**src/rtl/cam_pkg.sv**
```systemverilog
// Shared types and constants for the camera sequencer: FSM states, fault codes
// and the config-table terminator.
package cam_pkg;

    localparam int TMR_W = 32;

    localparam logic [15:0] CFG_END = 16'hFFFF;

    localparam logic [1:0] ERR_NONE      = 2'b00;
    localparam logic [1:0] ERR_SCCB_NACK = 2'b01;
    localparam logic [1:0] ERR_FRAME_TO  = 2'b10;
    localparam logic [1:0] ERR_ACK_TO    = 2'b11;

    typedef enum logic [3:0] {
        OFF,
        PWR_UP,
        RST_HOLD,
        SETTLE,
        CFG_REQ,
        CFG_WAIT,
        IDLE,
        CAPTURE,
        ERROR
    } state_t;

    function automatic logic is_busy(input state_t s);
        return !(s inside {OFF, IDLE, ERROR});
    endfunction

endpackage

```
**src/rtl/cam_timer.sv**
```systemverilog
// Loadable down-counter shared by all sequencer waits. A load pulse in cycle t
// with value V raises expired_o in cycle t+V-1 (V >= 2), so the load cycle counts.
module cam_timer
    import cam_pkg::*;
(
    input  logic             clk,
    input  logic             rst,
    input  logic             load_i,
    input  logic [TMR_W-1:0] load_val_i,
    output logic             expired_o
);

    logic [TMR_W-1:0] cnt_q;
    logic             armed_q;

    always_ff @(posedge clk or posedge rst) begin
        if (rst) begin
            cnt_q   <= '0;
            armed_q <= 1'b0;
        end else if (load_i) begin
            cnt_q   <= load_val_i - TMR_W'(2);
            armed_q <= 1'b1;
        end else if (armed_q) begin
            if (cnt_q == '0) armed_q <= 1'b0;
            else             cnt_q   <= cnt_q - TMR_W'(1);
        end
    end

    // A reload masks any stale expiry left over from the previous wait.
    assign expired_o = armed_q && (cnt_q == '0) && !load_i;

endmodule

```
**src/rtl/cam_sequencer.sv**
```systemverilog
// Camera power-up, SCCB register-init streaming and capture sequencing.
// All outputs come straight from flops; busy/ready/error are decoded from the next state.
module cam_sequencer
    import cam_pkg::*;
#(
    parameter int RST_CYCLES    = 1000,
    parameter int SETTLE_CYCLES = 30000,
    parameter int NUM_REGS      = 16,
    parameter int AW            = 4,
    parameter int MAX_RETRY     = 2,
    parameter int ACK_TIMEOUT   = 5000,
    parameter int FRAME_TIMEOUT = 2000000
) (
    input  logic          clk,
    input  logic          rst,
    input  logic          start,
    input  logic          stop,
    input  logic          continuous,
    output logic [AW-1:0] cfg_addr,
    input  logic [15:0]   cfg_data,
    output logic          sccb_req,
    output logic [7:0]    sccb_addr,
    output logic [7:0]    sccb_data,
    input  logic          sccb_ack,
    input  logic          sccb_err,
    output logic          cam_pwdn,
    output logic          cam_reset,
    output logic          capture,
    input  logic          frame_done,
    output logic          busy,
    output logic          ready,
    output logic          error,
    output logic [1:0]    err_code,
    output logic [15:0]   frame_count
);

    state_t           state_q, state_d;
    logic [AW:0]      cfg_idx_q;
    logic [7:0]       retry_q;
    logic             cont_q, stop_pend_q;
    logic             tmr_load_q, tmr_expired;
    logic [TMR_W-1:0] tmr_val_q;
    logic             sccb_req_q, cam_pwdn_q, cam_reset_q, capture_q;
    logic             busy_q, ready_q, error_q;
    logic [7:0]       sccb_addr_q, sccb_data_q;
    logic [1:0]       err_code_q;
    logic [15:0]      frame_count_q;
    logic             cfg_end, retry_out, frame_end;

    cam_timer u_timer (
        .clk        (clk),
        .rst        (rst),
        .load_i     (tmr_load_q),
        .load_val_i (tmr_val_q),
        .expired_o  (tmr_expired)
    );

    // The index is one bit wider than cfg_addr so a full table is detectable.
    assign cfg_end   = (cfg_idx_q == (AW+1)'(NUM_REGS)) || (cfg_data == CFG_END);
    assign retry_out = retry_q >= 8'(MAX_RETRY);
    assign frame_end = frame_done && (!cont_q || stop_pend_q || stop);

    always_comb begin
        // NOTE: default first so every path assigns state_d and no latch is inferred.
        state_d = state_q;
        unique case (state_q)
            OFF:      if (start) state_d = PWR_UP;
            PWR_UP:   state_d = RST_HOLD;
            RST_HOLD: if (tmr_expired) state_d = SETTLE;
            SETTLE:   if (tmr_expired) state_d = CFG_REQ;
            CFG_REQ:  state_d = cfg_end ? IDLE : CFG_WAIT;
            CFG_WAIT: begin
                if (sccb_err)         state_d = retry_out ? ERROR : CFG_REQ;
                else if (sccb_ack)    state_d = CFG_REQ;
                else if (tmr_expired) state_d = ERROR;
            end
            IDLE:     if (start && !stop) state_d = CAPTURE;
            CAPTURE: begin
                if (frame_end)                       state_d = IDLE;
                else if (!frame_done && tmr_expired) state_d = ERROR;
            end
            ERROR:    if (start) state_d = PWR_UP;
            default:  state_d = OFF;
        endcase
    end

    // NOTE: non-blocking assignments only, so every flop samples pre-edge values.
    always_ff @(posedge clk or posedge rst) begin
        if (rst) begin
            state_q       <= OFF;
            cfg_idx_q     <= '0;
            retry_q       <= '0;
            cont_q        <= 1'b0;
            stop_pend_q   <= 1'b0;
            tmr_load_q    <= 1'b0;
            tmr_val_q     <= '0;
            sccb_req_q    <= 1'b0;
            sccb_addr_q   <= '0;
            sccb_data_q   <= '0;
            cam_pwdn_q    <= 1'b1;
            cam_reset_q   <= 1'b0;
            capture_q     <= 1'b0;
            busy_q        <= 1'b0;
            ready_q       <= 1'b0;
            error_q       <= 1'b0;
            err_code_q    <= ERR_NONE;
            frame_count_q <= '0;
        end else begin
            state_q    <= state_d;
            busy_q     <= is_busy(state_d);
            ready_q    <= (state_d == IDLE);
            error_q    <= (state_d == ERROR);
            sccb_req_q <= (state_d == CFG_WAIT);
            capture_q  <= (state_q == CAPTURE) && (state_d == CAPTURE);
            tmr_load_q <= (state_d != state_q) || ((state_q == CAPTURE) && frame_done);
            case (state_d)
                RST_HOLD: tmr_val_q <= TMR_W'(RST_CYCLES);
                SETTLE:   tmr_val_q <= TMR_W'(SETTLE_CYCLES);
                CFG_WAIT: tmr_val_q <= TMR_W'(ACK_TIMEOUT);
                default:  tmr_val_q <= TMR_W'(FRAME_TIMEOUT);
            endcase

            case (state_q)
                PWR_UP:   cam_pwdn_q <= 1'b0;
                RST_HOLD: if (tmr_expired) cam_reset_q <= 1'b1;
                SETTLE: begin
                    if (tmr_expired) begin
                        cfg_idx_q <= '0;
                        retry_q   <= '0;
                    end
                end
                CFG_REQ: begin
                    if (!cfg_end) begin
                        sccb_addr_q <= cfg_data[15:8];
                        sccb_data_q <= cfg_data[7:0];
                    end
                end
                CFG_WAIT: begin
                    if (sccb_err) begin
                        retry_q <= retry_q + 8'd1;
                        if (retry_out) err_code_q <= ERR_SCCB_NACK;
                    end else if (sccb_ack) begin
                        cfg_idx_q <= cfg_idx_q + (AW+1)'(1);
                        retry_q   <= '0;
                    end else if (tmr_expired) begin
                        err_code_q <= ERR_ACK_TO;
                    end
                end
                IDLE: begin
                    if (start && !stop) begin
                        cont_q      <= continuous;
                        stop_pend_q <= 1'b0;
                    end
                end
                CAPTURE: begin
                    if (stop) stop_pend_q <= 1'b1;
                    if (frame_done)       frame_count_q <= frame_count_q + 16'd1;
                    else if (tmr_expired) err_code_q    <= ERR_FRAME_TO;
                end
                ERROR: begin
                    if (start) begin
                        err_code_q  <= ERR_NONE;
                        cam_pwdn_q  <= 1'b1;
                        cam_reset_q <= 1'b0;
                    end
                end
                default: ;
            endcase
        end
    end

    assign cfg_addr    = cfg_idx_q[AW-1:0];
    assign sccb_req    = sccb_req_q;
    assign sccb_addr   = sccb_addr_q;
    assign sccb_data   = sccb_data_q;
    assign cam_pwdn    = cam_pwdn_q;
    assign cam_reset   = cam_reset_q;
    assign capture     = capture_q;
    assign busy        = busy_q;
    assign ready       = ready_q;
    assign error       = error_q;
    assign err_code    = err_code_q;
    assign frame_count = frame_count_q;

endmodule

```
**config.mk**
```make
export PLATFORM = sky130hd
export DESIGN_NAME = cam_sequencer
export DESIGN_NICKNAME = d
export VERILOG_FILES = /design/src/rtl/cam_pkg.sv /design/src/rtl/cam_timer.sv /design/src/rtl/cam_sequencer.sv
export SDC_FILE = /design/constraint.sdc
export NUM_CORES = 1
export LEC_CHECK = 0
export ABC_AREA = 1
export CORE_UTILIZATION = 55
export DETAILED_ROUTE_END_ITERATION = 8
export PLACE_DENSITY = 0.75
export SYNTH_ARGS = -nofsm -noshare
export SYNTH_HDL_FRONTEND = slang
export SYNTH_HIERARCHICAL = 1
export SYNTH_SLANG_ARGS = --single-unit
```
**constraint.sdc**
```tcl
create_clock -name clk -period 5.3 [get_ports clk]
set_clock_uncertainty 0.2 [all_clocks]
set_input_delay 1.06 -clock clk [delete_from_list [all_inputs] [get_ports clk]]
set_output_delay 1.06 -clock clk [all_outputs]
set_load 0.05 [all_outputs]
```
After elaboration in Yosys (flattened, before gate mapping)
Index checks and enable logic that the tools add are counted.

Input bits: 24. Register bits after elaboration: 126. Output and inout port bits: 45. Logic and storage cells: 138.

Reduce and logical (&&, ||, !) cells: 37. Muxes and demuxes: 43. Magnitude comparators: 1. $add $sub $neg: 5. Bitwise logic cells: 1. Equality and inequality tests: 31.

Operators with widths (count): 2-to-1 mux 32 bit (3); case mux 21 bit (3 select lines) (1); 2-to-1 mux 4 bit (10); zero test 32 bit (1); case mux 4 bit (8 select lines) (1); subtractor 32 x 1 -> 32 bit (second input constant) (1); subtractor 32 x 2 -> 32 bit (second input constant) (1); equality test 4 x 3 -> 1 bit (second input constant) (7); 2-to-1 mux 8 bit (3); inequality test 2 bit (second input constant) (10); adder 16 x 1 -> 16 bit (second input constant) (1); equality test 16 bit (second input constant) (1); equality test 4 x 2 -> 1 bit (second input constant) (4); 2-to-1 mux 2 bit (8); case mux 8 bit (2 select lines) (1); 2-to-1 mux 5 bit (3); inequality test 3 bit (second input constant) (4); case mux 5 bit (2 select lines) (1); AND reduction 2 bit (5); nonzero test 2 bit (5); AND reduction 3 bit (3); adder 8 x 1 -> 8 bit (second input constant) (1); equality test 4 bit (second input constant) (2); greater-or-equal comparator 8 x 2 -> 1 bit (second input constant) (1); 16 further kinds (40).

Logic depth before layout (Yosys ltp)
Gate-level depths: netlist of run 1.

Word-level depth: 10. Gate-level depth with buffers: 21. Gate-level depth less buffers: 21.

Hierarchy
Netlist of run 1, hierarchy kept.

By module, submodules not included: cam_sequencer (area an instance 3393.3 um^2, times used 1, cells an instance 414); cam_timer (area an instance 3184.3 um^2, times used 1, cells an instance 562).

Worst setup path before layout of run 1
No wires, ideal clock.

Path kind: register -> register. Start: register u_timer.cnt_q[0]. End: register tmr_val_q[10]. Arrival time: 2.488 ns. Cell stages (with the launch flop): 22. Setup slack: 2.498 ns. Cell sequence: dfrtp_1 > inv_1 > ha_1 > nand2_2 > nor2_4 > nand2_1 > nor2_1 > nand3_1 > nor2_1 > inv_2 > nor2_1 > inv_1 > nand2_1 > nand2_1 > nor2_1 > nand2_2 > inv_2 > nand3_1 > inv_1 > nand2_2 > nand2_2 > inv_1.

Longest elaborated chain between the ends: 9. Elaborated cells between the ends (all ways): 16. Those cells by class: eq/ne: 3; mux: 9; reduce/logical: 4.

Ends and longest elaborated chain: start, declared (line cam_timer.sv:13) `logic [TMR_W-1:0] cnt_q;`; start signal, assigned (line cam_timer.sv:21) `cnt_q <= load_val_i - TMR_W'(2);`; start signal, assigned (line cam_timer.sv:25) `else cnt_q <= cnt_q - TMR_W'(1);`; zero test 32 bit * (line cam_timer.sv:30) `assign expired_o = armed_q && (cnt_q == '0) && !load_i;`; logical AND 1 bit * (2 in series) (line cam_timer.sv:30); named net tmr_expired (line cam_sequencer.sv:41) `logic tmr_load_q, tmr_expired;`; 2-to-1 mux 4 bit or logical AND 1 bit (tied branches) (line cam_sequencer.sv:75, cam_sequencer.sv:80); 2-to-1 mux 4 bit, on equally long branches (line cam_sequencer.sv:74, cam_sequencer.sv:80); 2-to-1 mux 4 bit, on equally long branches (line cam_sequencer.sv:73, cam_sequencer.sv:79); case mux 4 bit (8 select lines) * (line cam_sequencer.sv:66) `unique case (state_q)`; named net state_d[2] (line cam_sequencer.sv:37) `state_t state_q, state_d;`; equality test 4 x 3 -> 1 bit or equality test 4 x 2 -> 1 bit (tied branches) (line cam_sequencer.sv:116) `case (state_d)`; case mux 21 bit (3 select lines) * (line cam_sequencer.sv:116); end signal, assigned (line cam_sequencer.sv:117) `RST_HOLD: tmr_val_q <= TMR_W'(RST_CYCLES);`; end signal, assigned (line cam_sequencer.sv:118) `SETTLE: tmr_val_q <= TMR_W'(SETTLE_CYCLES);`; end signal, assigned (line cam_sequencer.sv:119) `CFG_WAIT: tmr_val_q <= TMR_W'(ACK_TIMEOUT);`; end, declared (line cam_sequencer.sv:42) `logic [TMR_W-1:0] tmr_val_q;`.

Mark *: on every way through the listed nets, which the timed path passes. The rest lies on a longest branch. A chain may end at the register's enable or synchronous reset.

Final worst setup path of run 1
Start: register u_timer.cnt_q[0]. End: register tmr_val_q[19].

Same word-level chain as after synthesis.

==> results by group, run 1 <==
Worst setup path
  • Critical Path Max Stage Delay: 0.37 ns
  • Cell with the most instances on the worst path: nor2_1
  • Worst reg2reg path depth: 19
  • WP data required: around 5.3 ns
  • CP top delay family: simple AND/OR/NAND/NOR gates
  • R2R Setup Slk: around 2 ns
  • Worst Path Buf+Inv: 4
  • Slowest stage cell, crit path: dfrtp_1
  • CP endpoint kind: flop
  • Critical path cell sequence: inv_1 > ha_1 > nand2_2 > nor2_4 > nand2_1 > nor2_1 > nand3_1 > nor2_1 > inv_2 > nor2_1 > inv_1 > nand2_1 > nand2_1 > nor2_1 > nand2_2 > inv_2 > nand3_1 > nor2_1 > nor2_1
  • Startpoint Class: flop
  • Setup CP Type: reg -> reg
  • CP Data Arrival Time: 3.34 ns
  • Reg2reg end: tmr_val_q[19]
  • CP max FO: 5
  • Reg2reg start: u_timer/cnt_q[0]

Synthesis
  • Synthesis Warnings: 6
  • Post-Syn Area per Cell: approximately 6.7 µm²
  • Sequential area share after synthesis: 0.392
  • Cell Area, Synth: about 6600 µm²
  • Top-area cell type share of the netlist area: 0.388
  • Mapped Cells: slightly below 1000
  • Predominant post-synthesis flop cell: dfrtp_1
  • Post-synth EDFFs: 0
  • Largest area contributor in the netlist: dfrtp_1
  • Async S/R FF share, synth: 1.00
  • Synth unique cells: 41
  • Top cells by area, synth: dfrtp_1 (39%), nand2_1 (18%), nor2_1 (9.0%)
  • Post-synthesis register bit count: 103

STA
  • Setup TNS: 0 ns
  • Fmax: approximately 300 MHz
  • Final period util: 0.623
  • Post-layout min period: between 3 and 4 ns
  • RSZ-0062 raised after global routing: no
  • Final hold slack: 0.282 ns
  • Slew margin rel.: 0.441
  • Slew @ Worst Pin: approximately 0.84 ns
  • Hold Vio Cnt, Final: 0
  • Max-slew violations: 0
  • Setup-failing EPs final: 0

Worst hold path
  • Min-delay src: sccb_addr[2]
  • Worst hold-check path type: reg -> reg
  • WHS Path Cells: 2
  • Worst-case hold path end point: sccb_addr[2]

Final layout
  • Final #Nets: around 1100
  • Antenna Cells: 0
  • P&R area growth vs syn: 18.3%
  • Filler cells: 1102
  • Share of layout cells above drive strength 1: 0.0662

Pwr
  • Leakage: between 0.003 and 0.004 µW
  • Peak supply drop: between 0.0003 and 0.0004 V
  • Pwr Density: 458 nW/µm²
  • Total Power: 3570 µW

GRT
  • Largest net degree at the start of global routing: 43
  • GRT overflow: 0
  • All-layer global routing usage: 0.266
  • Vias in the first global route: 5809
  • First-pass GRT wire length: 26400 µm
  • Initial antenna violation count: 0

Die
  • Die width: 111 µm
  • Core Region: around 12000 µm²
  • DIE AREA: roughly 12000 µm²
  • I/O Pins: 69
  • # rows: 39
  • Initial core utilization: 0.571
  • Die H: roughly 110 µm

Clock tree
  • CTS Root Cell: clkbuf_16
  • Clock Latency Late Sink: between 0.3 and 0.4 ns
  • Worst-case clock buffer depth: 2
  • Post-CTS Setup Inserts: 0
  • # clock sinks: between 100 and 150
  • CTS Buf Count: 9
  • Clock transition at path regs: ~0.07 ns
  • CTS tree: done
  • H-tree Lvls: 3
  • Resize count post-CTS: 0
  • Hold_buf cts: 0

Route
  • Antenna-violating nets left: 0
  • Vias/cell: roughly 5
  • DR WL/cell: between 10 and 15 µm
  • Pre-Repair DR Iteration Count: 4
  • 1st-iter DRT viols: 451
  • Post-route DRC: 0
  • Routed vias: roughly 6000
  • Overall routed net length: approximately 15000 µm

Placed design
  • I/O Buffers: slightly below 70
  • Dpl hpwl: roughly 12000 µm
  • Global placer's final weighted congestion: 0.892

Run status
  • Outcome: finished clean

Job
  • Max Cap Viol: 0
-- Yosys cell counts, drive strengths merged, types with 3 or more instances --
| cell | n |
|---|---|
| nor2 | 173 |
| inv | 106 |
| nand2 | 332 |
| o21bai | 4 |
| buf | 14 |
| nor3 | 6 |
| nand4 | 14 |
| a21oi | 20 |
| clkbuf | 6 |
| o211ai | 3 |
| nand3 | 84 |
| o21ai | 55 |
| ha | 7 |
| dfrtp | 102 |
| xor2 | 24 |
| o22ai | 3 |
| xnor2 | 10 |
-- worst register-to-register path, delay by kind of cell (launching register included) --
kind | cells | cell delay, ns
AND/OR/NAND/NOR | 14 | 2.05
buffers and inverters | 4 | 0.33
adder cells (fa/ha/maj) | 1 | 0.24
flip-flops | 1 | 0.37
-- metal layers --
layer,routed length (µm),GRT usage,vias up
met5,0,0,-
li1,-,-,3233
met1,6820,0.325,2776
met2,7620,0.466,117
met4,437,0.105,0
met3,548,0.0501,27
-- sequential cells by signal, indices dropped and copies added (netlist names), 2 cells and up --
name / count
retry_q: 8
sccb_addr: 8
u_timer/cnt_q: 32
err_code: 2
frame_count: 16
state_q: 4
tmr_val_q: 9
cfg_idx_q: 5
sccb_data: 8
-- how the worst max path moves through the flow --
stage,start,endpoint,slack [ns],depth (start not counted)
after detailed placement,cfg_data[4],tmr_val_q[10],1.95,12
final,u_timer/cnt_q[0],tmr_val_q[19],2.00,19
after CTS,u_timer/cnt_q[0],tmr_val_q[10],2.02,19
after floorplan,rst,busy,2.27,1
after global routing,u_timer/cnt_q[0],tmr_val_q[10],1.68,19
after global placement,cfg_data[8],tmr_val_q[10],2.02,12
-- through the flow --
stage | std cells | instance area (µm²) | utilization | setup WS (ns)
global placement | 1215 | 7500 | 0.652 | 2.02
detailed placement | 1215 | 7500 | 0.652 | 1.95
CTS | 1231 | 7780 | 0.676 | 2.02
finish | 1231 | 7780 | 0.676 | 2.00
global route | 1231 | 7780 | 0.676 | 1.68
floorplan | 1021 | 6750 | - | 2.27
-- layout make-up --
cell class	count	area, µm²	area share
Timing Repair Buffer	71	703	0.0904
Multi-Input combinational cell	791	3640	0.468
Clock buffer	11	233	0.0299
Tap cell	143	179	0.0230
Clock inverter	5	46.3	0.00595
Sequential cell	103	2580	0.331
Inverter	107	403	0.0518
-- logic make-up after synthesis --
group | Yosys count | share of synthesized area
adders and majority gates | 7 | 0.0133
muxes | 1 | 0.00171
buffers and inverters | 127 | 0.0803
other | 1 | 0.000570
xor gates and xnor gates | 34 | 0.0453
AOI/OAI and AO/OA | 88 | 0.0738
and+or+nand+nor | 615 | 0.393
DFF | 103 | 0.392
-- where the power goes --
group	switching [µW]	total (µW)	internal, µW
logic	1070	1610	540
clock network	310	639	329
registers	273	1320	1050
total	1650	3570	1920
-- layout by cell type, fill, tap and decap left out, drive strengths merged --
| cell type | instances |
|---|---|
| inv | 109 |
| clkinv | 3 |
| and2 | 1 |
| o21a | 1 |
| ha | 7 |
| conb | 46 |
| dfstp | 1 |
| dfrtp | 102 |
| a21oi | 20 |
| buf | 3 |
| mux2 | 1 |
| nand4 | 14 |
| nand3b | 1 |
| xor2 | 24 |
| nor4 | 2 |
| nor3 | 6 |
| clkbuf | 11 |
| o21ai | 55 |
| o22ai | 3 |
| o211ai | 3 |
| nand2 | 332 |
| or2 | 1 |
| and3 | 1 |
| o21bai | 4 |
| a211oi | 1 |
| o41ai | 1 |
| nand3 | 84 |
| xnor2 | 10 |
| clkdlybuf4s50 | 68 |
| nor2 | 173 |
Note: power is estimated with default switching activity, not from simulation.
==> inputs of run 2 (changes only) <==
--- a/config.mk
+++ b/config.mk
@@ -6,9 +6,9 @@
 export NUM_CORES = 1
 export LEC_CHECK = 0
 export ABC_AREA = 1
-export CORE_UTILIZATION = 55
+export CORE_UTILIZATION = 52
 export DETAILED_ROUTE_END_ITERATION = 8
-export PLACE_DENSITY = 0.75
+export PLACE_DENSITY = 0.74
 export SYNTH_ARGS = -nofsm -noshare
 export SYNTH_HDL_FRONTEND = slang
 export SYNTH_HIERARCHICAL = 1
==> constraint.sdc (replaced) <==
create_clock -name clk -period 2.91 [get_ports clk]
set_clock_uncertainty 0.2 [all_clocks]
set_input_delay 0.582 -clock clk [delete_from_list [all_inputs] [get_ports clk]]
set_output_delay 0.582 -clock clk [all_outputs]
set_load 0.05 [all_outputs]
==> results by group, run 2 (synthesized netlist as in run 1, its figures left out) <==
STA
  • Post-layout min period: 2.70 ns
  • Final hold slack: 0.284 ns
  • Max-slew violations: 0
  • Slew @ Worst Pin: 0.576 ns
  • RSZ-0062 raised after global routing: no
  • Slew margin rel.: 0.616
  • Setup TNS: 0 ns
  • Hold Vio Cnt, Final: 0
  • Fmax: 371 MHz
  • Setup-failing EPs final: 0
  • Final period util: 0.927

Clock tree
  • # clock sinks: roughly 100
  • Hold_buf cts: 0
  • Clock Latency Late Sink: between 0.3 and 0.4 ns
  • CTS tree: done
  • CTS Root Cell: clkbuf_16
  • Clock transition at path regs: 0.07 ns
  • Worst-case clock buffer depth: 2
  • CTS Buf Count: 9
  • H-tree Lvls: 3

Placed design
  • I/O Buffers: between 60 and 70
  • Dpl hpwl: around 12000 µm
  • Area post-placement: between 7000 and 8000 µm²
  • Global placer's final weighted congestion: 0.944
  • Post-placement cell count: about 1200

Pwr
  • Peak supply drop: between 0.0005 and 0.0006 V
  • Leakage: between 0.003 and 0.004 µW
  • Sw frac: 0.456
  • Sequential share of power: 0.360
  • P_int: ~3600 µW
  • Clk network pwr share: 0.189
  • Pwr Density: about 840 nW/µm²
  • Sw power: ~3100 µW
  • Logic pwr share: 0.451

Final layout
  • P&R area growth vs syn: 21.6%
  • Max reg flops: 32
  • Share of layout cells above drive strength 1: 0.0855
  • Antenna Cells: 0
  • Commonest cells after routing, fill and taps aside: nand2_1 (317), nor2_1 (155), dfrtp_1 (102), inv_1 (86), nand3_1 (81)
  • Largest reg by FF count: u_timer/cnt_q
  • Post-route insts no fill: between 1000 and 1500
  • Commonest non-fill, non-tap cell in the layout: nand2_1
  • Final #Nets: 1126
  • Utilization after layout: 0.658
  • Filler cells: around 1100
  • Design area: about 8000 µm²

Worst setup path
  • R2R Setup Slk: about 0.21 ns
  • Reg2reg start: u_timer/cnt_q[0]
  • CP max FO: 4
  • WP data required: around 3 ns
  • CP Data Arrival Time: around 2.8 ns
  • Critical path cell sequence: inv_2 > ha_4 > nand2_2 > nor2_4 > nand2_2 > nor2_4 > nand3_4 > nor2_4 > inv_2 > nor2_1 > inv_1 > nand2_1 > nor2_2 > nor2_2 > nand3_2 > nor2_2 > nand2_1 > nand2_1 > inv_1
  • Worst Path Buf+Inv: 4
  • Startpoint Class: flop
  • Slowest stage cell, crit path: dfrtp_1
  • Setup CP Type: reg -> reg
  • Reg2reg end: busy
  • CP endpoint kind: flop
  • Critical Path Max Stage Delay: ~0.4 ns
  • Worst reg2reg path depth: 19
  • CP top delay family: simple AND/OR/NAND/NOR gates

Die
  • Die width: roughly 110 µm
  • Die H: roughly 110 µm
  • DIE AREA: approximately 13000 µm²
  • Initial core utilization: 0.541
  • # rows: 40
  • Core Region: approximately 12000 µm²
  • I/O Pins: 69

GRT
  • Met2 Use GR: 0.433
  • Vias in the first global route: ~5800
  • Met3 Use GR: 0.0482
  • First-pass GRT wire length: approximately 27000 µm
  • Grt met1 use: 0.333
  • Initial antenna violation count: 0
  • Largest net degree at the start of global routing: 42
  • GRT busiest layer: met2
  • GRT overflow: 0
  • All-layer global routing usage: 0.259

Worst hold path
  • Worst-case hold path end point: err_code[0]
  • Min-delay src: err_code[0]
  • Worst hold-check path type: reg -> reg
  • WHS Path Cells: 2

Route
  • Vias/cell: just under 5
  • Overall routed net length: between 15000 and 20000 µm
  • Routed vias: between 6000 and 7000
  • 1st-iter DRT viols: 363
  • Post-route DRC: 0
  • DR WL/cell: 12.6 µm
  • Antenna-violating nets left: 0
  • Pre-Repair DR Iteration Count: 5

Job
  • Max Cap Viol: 0

Run status
  • Outcome: finished clean
## run 2: cell types whose count changed in the layout (fill, tap and decap cells not counted), sizes merged
cell and change:
inv -1, clkbuf -1, buf +12, bufinv +1, clkinvlp +1
## run 2: routing by layer
metal / wire, µm / part of all wire
met1: 7210 / 0.45
met2: 7750 / 0.48
met3: 643 / 0.040
met4: 395 / 0.025
met5: 0 / 0
## run 2: cell type report
type,instances,area (µm²),area share
inverters,107,403,0.0504
clock buffers,10,239,0.0299
well taps,168,210,0.0263
repair buffers,83,806,0.101
clock inverters,6,76.3,0.00954
flip-flops and latches,103,2580,0.322
multi-input cells,791,3680,0.461
## run 2: timing repair
item                                    4_1_cts  5_1_grt
buffers inserted                              0        5
resized for setup                             1       11
cloned                                        0        0
endpoints found under the setup margin        2       13
endpoints found under the hold margin         0        0
pin swaps                                     0        3
## run 2: metrics by stage
stage	total power [µW]	setup WS (ns)
global placement	5340	0.120
CTS	6680	0.0165
finish	6700	0.212
detailed placement	5380	0.00900
floorplan	4490	0.108
global route	7200	0.00174
## run 2: worst max-delay path by stage
stage | cells after the start | startpoint | slack [ns] | end
2_1_floorplan | 21 | u_timer/cnt_q[0] | 0.11 | tmr_val_q[10]
3_3_place_gp | 21 | u_timer/cnt_q[0] | 0.12 | tmr_val_q[10]
3_5_place_dp | 19 | u_timer/cnt_q[0] | 0.009 | tmr_val_q[19]
4_1_cts | 19 | u_timer/cnt_q[1] | 0.02 | tmr_val_q[19]
5_1_grt | 19 | u_timer/cnt_q[0] | 0.002 | busy
6_report | 19 | u_timer/cnt_q[0] | 0.21 | busy
## run 2: tightest hold or removal path, delay by kind of cell, from the launching register on
family,cells,cell delay [ns]
DFF,1,0.35
and+or+nand+nor,2,0.10
## run 2: power groups by stage
stage               registers (µW)  clock network, µW  logic, µW
floorplan                     2840                  0       1640
global placement              2420                  0       2920
detailed placement            2410                  0       2960
CTS                           2400               1300       2980
global route                  2480               1360       3360
finish                        2410               1260       3020
==> inputs of run 3 (changes only) <==
--- a/config.mk
+++ b/config.mk
@@ -6,9 +6,10 @@
 export NUM_CORES = 1
 export LEC_CHECK = 0
 export ABC_AREA = 1
-export CORE_UTILIZATION = 52
+export CORE_UTILIZATION = 55
 export DETAILED_ROUTE_END_ITERATION = 8
-export PLACE_DENSITY = 0.74
+export DONT_BUFFER_PORTS = 1
+export PLACE_DENSITY = 0.7
 export SYNTH_ARGS = -nofsm -noshare
 export SYNTH_HDL_FRONTEND = slang
 export SYNTH_HIERARCHICAL = 1
==> results by group, run 3 (synthesized netlist as in run 1, its figures left out) <==
Die
  • Die width: 111 µm
  • Die H: roughly 110 µm
  • Core Region: approximately 12000 µm²
  • Initial core utilization: 0.571
  • # rows: 39
  • I/O Pins: 69
  • DIE AREA: between 10000 and 15000 µm²

Final layout
  • Largest reg by FF count: u_timer/cnt_q
  • Post-route insts no fill: approximately 1200
  • Antenna Cells: 0
  • Filler cells: 1058
  • Commonest cells after routing, fill and taps aside: nand2_1 (318), nor2_1 (154), dfrtp_1 (102), inv_1 (88), nand3_1 (81)
  • Final #Nets: around 1100
  • P&R area growth vs syn: 11.1%
  • Share of layout cells above drive strength 1: 0.0900
  • Multi-input combinational cell area: around 3700 µm²
  • Utilization after layout: 0.634
  • Max reg flops: 32
  • FF+latch area: between 2000 and 3000 µm²
  • Commonest non-fill, non-tap cell in the layout: nand2_1

STA
  • Fmax: 371 MHz
  • Hold Vio Cnt, Final: 0
  • Setup-failing EPs final: 0
  • Post-layout min period: around 2.7 ns
  • Max-slew violations: 0
  • Final period util: 0.926
  • Slew @ Worst Pin: between 0.7 and 0.8 ns
  • Post-route setup slack: around 0.22 ns
  • Slew margin rel.: 0.526
  • Setup TNS: 0 ns

Pwr
  • Pwr Density: 882 nW/µm²
  • Peak supply drop: ~0.00074 V
  • Total Power: ~6400 µW
  • Leakage: roughly 0.0037 µW

Worst setup path
  • Slowest stage cell, crit path: dfrtp_1
  • Setup CP Type: reg -> reg
  • CP max FO: 4
  • Startpoint Class: flop
  • WP data required: between 2 and 3 ns
  • Worst reg2reg path depth: 21
  • Critical path cell sequence: inv_1 > ha_2 > nand2_2 > nor2_4 > nand2_1 > nor2_2 > nand3_2 > nor2_4 > inv_2 > nor2_1 > inv_1 > nand2_1 > nand2_1 > nor2_2 > nand2_2 > inv_2 > nand3_1 > inv_1 > nand2_2 > nand2_2 > inv_1
  • CP endpoint kind: flop
  • Reg2reg start: u_timer/cnt_q[1]
  • CP Data Arrival Time: 2.74 ns
  • Worst setup path startpoint: u_timer/cnt_q[1]
  • Critical Path Max Stage Delay: about 0.38 ns
  • R2R Setup Slk: 0.22 ns
  • Reg2reg end: tmr_val_q[10]

GRT
  • Initial antenna violation count: 0
  • Grt met1 use: 0.333
  • GRT busiest layer: met2
  • GRT overflow: 0
  • Met2 Use GR: 0.473
  • Met3 Use GR: 0.0474
  • All-layer global routing usage: 0.269
  • Largest net degree at the start of global routing: between 40 and 50
  • Vias in the first global route: approximately 5700
  • First-pass GRT wire length: 26600 µm

Route
  • Overall routed net length: around 15000 µm
  • Antenna-violating nets left: 0
  • Pre-Repair DR Iteration Count: 5
  • Routed vias: between 5000 and 6000
  • 1st-iter DRT viols: around 300
  • DR WL/cell: 13.1 µm
  • Post-route DRC: 0
  • Vias/cell: 5.08

Clock tree
  • # clock sinks: 103
  • Clock Latency Late Sink: roughly 0.35 ns
  • CTS tree: done
  • CTS Buf Count: 9
  • CTS Root Cell: clkbuf_16
  • Worst-case clock buffer depth: 2
  • Clock transition at path regs: approximately 0.07 ns
  • H-tree Lvls: 3

Placed design
  • Post-placement cell count: ~1200
  • Dpl ws: 0.101 ns
  • Global placer's final weighted congestion: roughly 0.88
  • I/O Buffers: 0
  • Dpl hpwl: roughly 12000 µm

Job
  • Max Cap Viol: 0

Worst hold path
  • Worst hold-check path type: in -> async

Run status
  • Outcome: finished clean
[run 3: changes by cell type in the layout (fill, tap and decap cells not counted), moves of 2 or more]
cell             previous run  this run
inv_1                      86        88
clkdlybuf4s50_1            68         0
bufinv_16                   1         3
inv_2                      20        18
[run 3: how the worst max path moves through the flow]
stage / to / slack (ns) / cells after the start
finish: tmr_val_q[10] / 0.22 / 21
global route: tmr_val_q[10] / -0.001 / 21
CTS: tmr_val_q[10] / 0.04 / 21
detailed placement: tmr_val_q[10] / 0.10 / 21
global placement: tmr_val_q[10] / 0.19 / 21
floorplan: tmr_val_q[10] / 0.11 / 21
[run 3: metal layers]
layer,up-vias,part of all wire
met5,-,0
met4,0,0.027
met3,26,0.039
met2,114,0.50
met1,2709,0.44
li1,3125,-
[run 3: worst max-delay path: cells and delay by family (launching register included)]
kind / cells / cell delay [ns]
fa+ha+maj: 1 / 0.21
flops: 1 / 0.38
buf+inv: 6 / 0.38
simple gates: 14 / 1.42
[run 3: what timing repair did]
action | CTS | global route
hold buffers | 0 | 0
setup buffers | 0 | 0
gates resized for setup | 0 | 8
endpoints found under the setup margin | 0 | 10
[run 3: layout make-up]
cell class                      count  share of cell area
Sequential cell                   103               0.353
Clock buffer                        9              0.0308
Multi-Input combinational cell    791               0.502
Timing Repair Buffer               16              0.0182
Tap cell                          143              0.0245
Inverter                          107              0.0552
Clock inverter                      7              0.0163
[run 3: power breakdown]
group	switching (µW)	internal, µW	total, µW
Combinational	1390	747	2140
Clock	542	842	1380
Sequential	1020	1900	2920
Total	2950	3490	6450
[run 3: metrics by stage]
step / cell area, µm² / hold slack (ns)
after floorplan: 6750 / 0.264
after global placement: 6930 / 0.291
after detailed placement: 6930 / 0.305
after CTS: 7280 / 0.0222
after global routing: 7300 / 0.0543
final: 7300 / 0.0152
